### src/rtl/mux41_rr_arbiter.sv
// Round-robin arbiter for a shared 4:1 single-bit mux.
// Owns the one-hot grant and 2-bit select, limits each tenure to MAX_HOLD
// cycles and optionally inserts one dead cycle between owners.
module mux41_rr_arbiter #(
  parameter int unsigned MAX_HOLD   = 4,  // 1..16
  parameter int unsigned TURNAROUND = 1   // 1 = dead cycle between owners
) (
  input  logic       clk,
  input  logic       rst,
  input  logic [3:0] req,
  input  logic [3:0] c,
  output logic [3:0] grant,
  output logic [1:0] sel,
  output logic       busy,
  output logic       z
);

  typedef enum logic [1:0] {
    IDLE  = 2'd0,
    GRANT = 2'd1,
    TURN  = 2'd2
  } state_e;

  localparam logic [3:0] HOLD_LAST = 4'(MAX_HOLD - 1);

  state_e     state_q, state_d;
  logic [3:0] grant_q, grant_d;
  logic [1:0] sel_q,   sel_d;
  logic [1:0] last_q,  last_d;
  logic [3:0] hold_q,  hold_d;

  logic [2:0] win_last;  // {found, index} scanning after last_q
  logic [2:0] win_sel;   // {found, index} scanning after the releasing owner
  logic       release_now;

  // Scan last+1 .. last+4 (mod 4); first active request wins, so the
  // previous owner is checked last and only re-wins when nobody else asks.
  function automatic logic [2:0] arbitrate(input logic [3:0] r,
                                           input logic [1:0] last);
    logic       found;
    logic [1:0] idx;
    logic [1:0] cand;
    found = 1'b0;
    idx   = '0;
    for (int unsigned i = 1; i <= 4; i++) begin
      cand = last + 2'(i);
      if (!found && r[cand]) begin
        found = 1'b1;
        idx   = cand;
      end
    end
    return {found, idx};
  endfunction

  // State and datapath registers; asynchronous reset restores priority to requester 0.
  always_ff @(posedge clk or posedge rst) begin
    if (rst) begin
      state_q <= IDLE;
      grant_q <= '0;
      sel_q   <= '0;
      last_q  <= 2'd3;
      hold_q  <= '0;
    end else begin
      state_q <= state_d;
      grant_q <= grant_d;
      sel_q   <= sel_d;
      last_q  <= last_d;
      hold_q  <= hold_d;
    end
  end

  // Next-state: arbitration, hold counting and tenure release.
  always_comb begin
    state_d     = state_q;
    grant_d     = grant_q;
    sel_d       = sel_q;
    last_d      = last_q;
    hold_d      = hold_q;
    win_last    = arbitrate(req, last_q);
    win_sel     = arbitrate(req, sel_q);
    release_now = !req[sel_q] || (hold_q == HOLD_LAST);

    unique case (state_q)
      IDLE, TURN: begin
        // TURN arbitrates with last_q already updated at the release edge.
        if (win_last[2]) begin
          grant_d = 4'b0001 << win_last[1:0];
          sel_d   = win_last[1:0];
          hold_d  = '0;
          state_d = GRANT;
        end else begin
          grant_d = '0;
          state_d = IDLE;
        end
      end
      GRANT: begin
        if (release_now) begin
          last_d = sel_q;
          hold_d = '0;
          if (TURNAROUND != 0) begin
            grant_d = '0;
            state_d = TURN;
          end else if (win_sel[2]) begin
            // Back-to-back handover: arbitrate as if last had already moved to sel.
            grant_d = 4'b0001 << win_sel[1:0];
            sel_d   = win_sel[1:0];
            state_d = GRANT;
          end else begin
            grant_d = '0;
            state_d = IDLE;
          end
        end else if (hold_q != HOLD_LAST) begin
          hold_d = hold_q + 4'd1;
        end
      end
      default: begin
        grant_d = '0;
        state_d = IDLE;
      end
    endcase
  end

  // Outputs come straight from registered grant/select; z is gated off when idle.
  always_comb begin
    grant = grant_q;
    sel   = sel_q;
    busy  = |grant_q;
    z     = (|grant_q) & c[sel_q];
  end

endmodule

### config.mk
export PLATFORM = sky130hd
export DESIGN_NAME = mux41_rr_arbiter
export DESIGN_NICKNAME = d
export VERILOG_FILES = /design/src/rtl/mux41_rr_arbiter.sv
export SDC_FILE = /design/constraint.sdc
export NUM_CORES = 1
export LEC_CHECK = 0
export CORE_ASPECT_RATIO = 0.9
export CORE_MARGIN = 2
export CORE_UTILIZATION = 35
export CTS_CLUSTER_DIAMETER = 120
export DETAILED_ROUTE_END_ITERATION = 10
export MAX_ROUTING_LAYER = met4
export PLACE_DENSITY_LB_ADDON = 0.15
export SYNTH_ARGS = -nofsm -noshare
export SYNTH_HDL_FRONTEND = slang
export SYNTH_SLANG_ARGS = --single-unit
### constraint.sdc
create_clock -name clk -period 2.5 [get_ports clk]
set_clock_uncertainty 0.15 [all_clocks]
set_input_delay 0.375 -clock clk [delete_from_list [all_inputs] [get_ports clk]]
set_output_delay 0.375 -clock clk [all_outputs]
set_load 0.01 [all_outputs]
==> impl_metrics.ini, run 1 <==
[clock_network]
worst_skew_pair.late_latency_ns = 0.28
post_cts_hold_buffers = 0
clock_tree.root_cell = clkbuf_4
cts_tree = yes
clockBufferDepth = 2
cts_inserted_buffers = 3
ctsHtreeMaxLevel = 1
worst_setup_hold_path_clk_slew_ns = 0.09
ctsResizeCount = 1
clock_sink_count = 14
cts_post_setup_buffers_inserted = 0

[synth]
synth-xor-area-share = 0
syn_inst = 65
async_flop_share = 1.00
yosys_warnings = 0
postSynth.topFlopCell = dfrtp_1
synth_net_count = 76
synth-compound-area-share = 0.138
synth_edf_count = 0
avgSynthCellArea_um2 = 11.6
synthDistinctLibCells = 34
synthesis.area_um2 = 752
synthMuxAreaShare = 0.138
synth_top_family_by_area = simple AND/OR/NAND/NOR gates
synth_adder_area_share = 0.0166
ys_seq_elements = 14
synthSimpleGateAreaFrac = 0.218
ys_seq_area_frac = 0.469

[place]
routabilityCongestion = 0.844
hpwl_after_detailed_placement_um = 1110
placement.io_buffers = 17
placedInstanceArea_um2 = 957

[worst_setup_path]
regToRegSetupSlack_ns = 0.54
setup.worst_path.end_class = output port
r2r-start = hold_q[0]
critPathLaunch = sel[0]
crit_required_ns = 1.98
crit_path_max_fanout = 5
worstReg2RegEnd = last_q[1]
worstRegToRegCells = 4
crit_type = flop to output port
worst_setup_path_start_kind = flop
critPathArrivalTime_ns = 1.91

[global_route]
largest_net_degree_at_the_start_of_global_routing = 15
grt-ovfl-total = 0
grt_antenna_before_repair = 0
wire_length_of_the_first_global_routing_pass_um = 2530
vias_in_the_first_global_route = 567
grt_use_total = 0.147

[route]
routed-via-count = 580
drt_iter0_markers = 12
routed_wl_um = 1520
drt_first_pass_iters = 4
drt.antenna.violating_nets = 0
route.detailed.vias_per_inst = 5.18
drt-wirelength-per-cell_um = 13.5
drc_errors = 0

[floorplanning]
core-area_mm2 = 0.00197
io_pins = 18
die_y_um = 48.0
die_x_um = 52.9
floorplan_row_count = 15
initial_utilization = 0.382
die_area_mm2 = 0.00254

[timing]
final-max-slew-violation-count = 0
hold_viol_final = 0
hold_ws_ns = 0.279
max_slew_margin = 0.635
grt_setup_unrepaired = false
fin_tns_setup_ns = 0
worstMarginPinSlew_ns = 0.546
period_share = 0.973
timing.fmax_mhz = 411
post-route-min-period_ns = 2.43
setup_viol = 0

[layout]
layout_commonest_cell = clkdlybuf4s50_1
fin_nets = 99
area_growth_from_synthesis_to_layout_pct = 32.3
finalCoreUtilization = 0.505
antennaDiodeCount = 0
layout_common_cells = clkdlybuf4s50_1 (17), dfrtp_1 (11), nand2_1 (6)
cell_area_after_layout_um2 = 995
nFillCells = 178
layout-drive-gt1-share = 0.230

[pwr]
register_share_of_total_power = 0.376
p_clk_frac = 0.145
fin_total_pwr_mw = 1.11
power.net_switching_mw = 0.378
cellLeakagePower_nw = 0.423
share_comb_of_total_power = 0.479
cell_internal_pwr_mw = 0.734
pwr_density_cell_mw_per_mm2 = 1120
netSwitchingFraction = 0.340
max-vdd-ir-drop_mv = 0.712

[outcome]
outcome = completed

[worst_hold_path]
min_path_type = input port to asynchronous set/reset pin

[flow_run]
max_cap_violations = 0
-- flip-flops by register name (all words and copies together), names as in the netlist --
signal   cells
state_q      2
last_q       2
sel          2
hold_q       4
grant        4
-- metrics by stage --
stage	cells	setup slack, ns
global route	112	0.00194
detailed placement	108	0.0659
global placement	108	0.0689
floorplan	65	0.609
CTS	112	0.0450
finish	112	0.0666
-- synthesized netlist by cell type, types with 2 or more instances --
| library cell | count | area, um^2 |
|---|---|---|
| nand3_1 | 2 | 10.0 |
| o21ai_0 | 2 | 10.0 |
| nand2_1 | 6 | 22.5 |
| mux2_2 | 4 | 45.0 |
| nand2b_1 | 2 | 12.5 |
| dfstp_2 | 2 | 52.6 |
| a21oi_1 | 3 | 15.0 |
| dfrtp_1 | 12 | 300 |
| nor2_1 | 3 | 11.3 |
| nand3b_1 | 2 | 15.0 |
| a22o_1 | 3 | 26.3 |
| o2bb2ai_1 | 2 | 17.5 |
-- area by class of cell --
| cell class | instances | area [um^2] | area share |
|---|---|---|---|
| multi-input cells | 49 | 384 | 0.386 |
| flip-flops and latches | 14 | 354 | 0.356 |
| repair buffers | 19 | 185 | 0.186 |
| clock buffers | 4 | 36.3 | 0.0365 |
| well taps | 25 | 31.3 | 0.0314 |
| inverters | 1 | 3.75 | 0.00377 |
-- routing by layer --
layer	vias to the layer above	global-route usage	wire [um]
li1	290	-	-
met1	274	0.176	734
met2	14	0.233	692
met3	2	0.0563	77
met4	0	0.0462	12
met5	-	-	0
-- worst max-delay path: stages (launching register included) --
cell and delay [ns]:
dfrtp_2 0.43, mux4_1 0.57, and2_1 0.17, clkdlybuf4s50_1 0.47
-- cell families after synthesis --
| kind of cell | Yosys count |
|---|---|
| and+or+nand+nor | 27 |
| AOI/OAI and AO/OA | 14 |
| DFF | 14 |
| muxes | 7 |
| buffers and inverters | 2 |
| adders and majority gates | 1 |
-- how the worst max path moves through the flow --
stage	to	slack (ns)
2_1_floorplan	hold_q[0]	0.61
3_3_place_gp	z	0.07
3_5_place_dp	z	0.07
4_1_cts	z	0.05
5_1_grt	z	0.002
6_report	z	0.07
-- power groups by stage --
stage	registers, mW	clock network, mW	logic (mW)
after floorplan	0.418	0	0.326
after global placement	0.418	0	0.536
after detailed placement	0.418	0	0.538
after CTS	0.417	0.169	0.539
after global routing	0.436	0.179	0.580
final	0.418	0.162	0.532
Power figures use the tool's default switching activity.
==> run 2: changes to the inputs <==
--- a/config.mk
+++ b/config.mk
@@ -10,6 +10,7 @@
 export CORE_UTILIZATION = 35
 export CTS_CLUSTER_DIAMETER = 120
 export DETAILED_ROUTE_END_ITERATION = 10
+export GPL_TIMING_DRIVEN = 1
 export MAX_ROUTING_LAYER = met4
 export PLACE_DENSITY_LB_ADDON = 0.15
 export SYNTH_ARGS = -nofsm -noshare
==> results of run 2 <==
The final DEF is identical to that of run 1; final timing and power are the same.
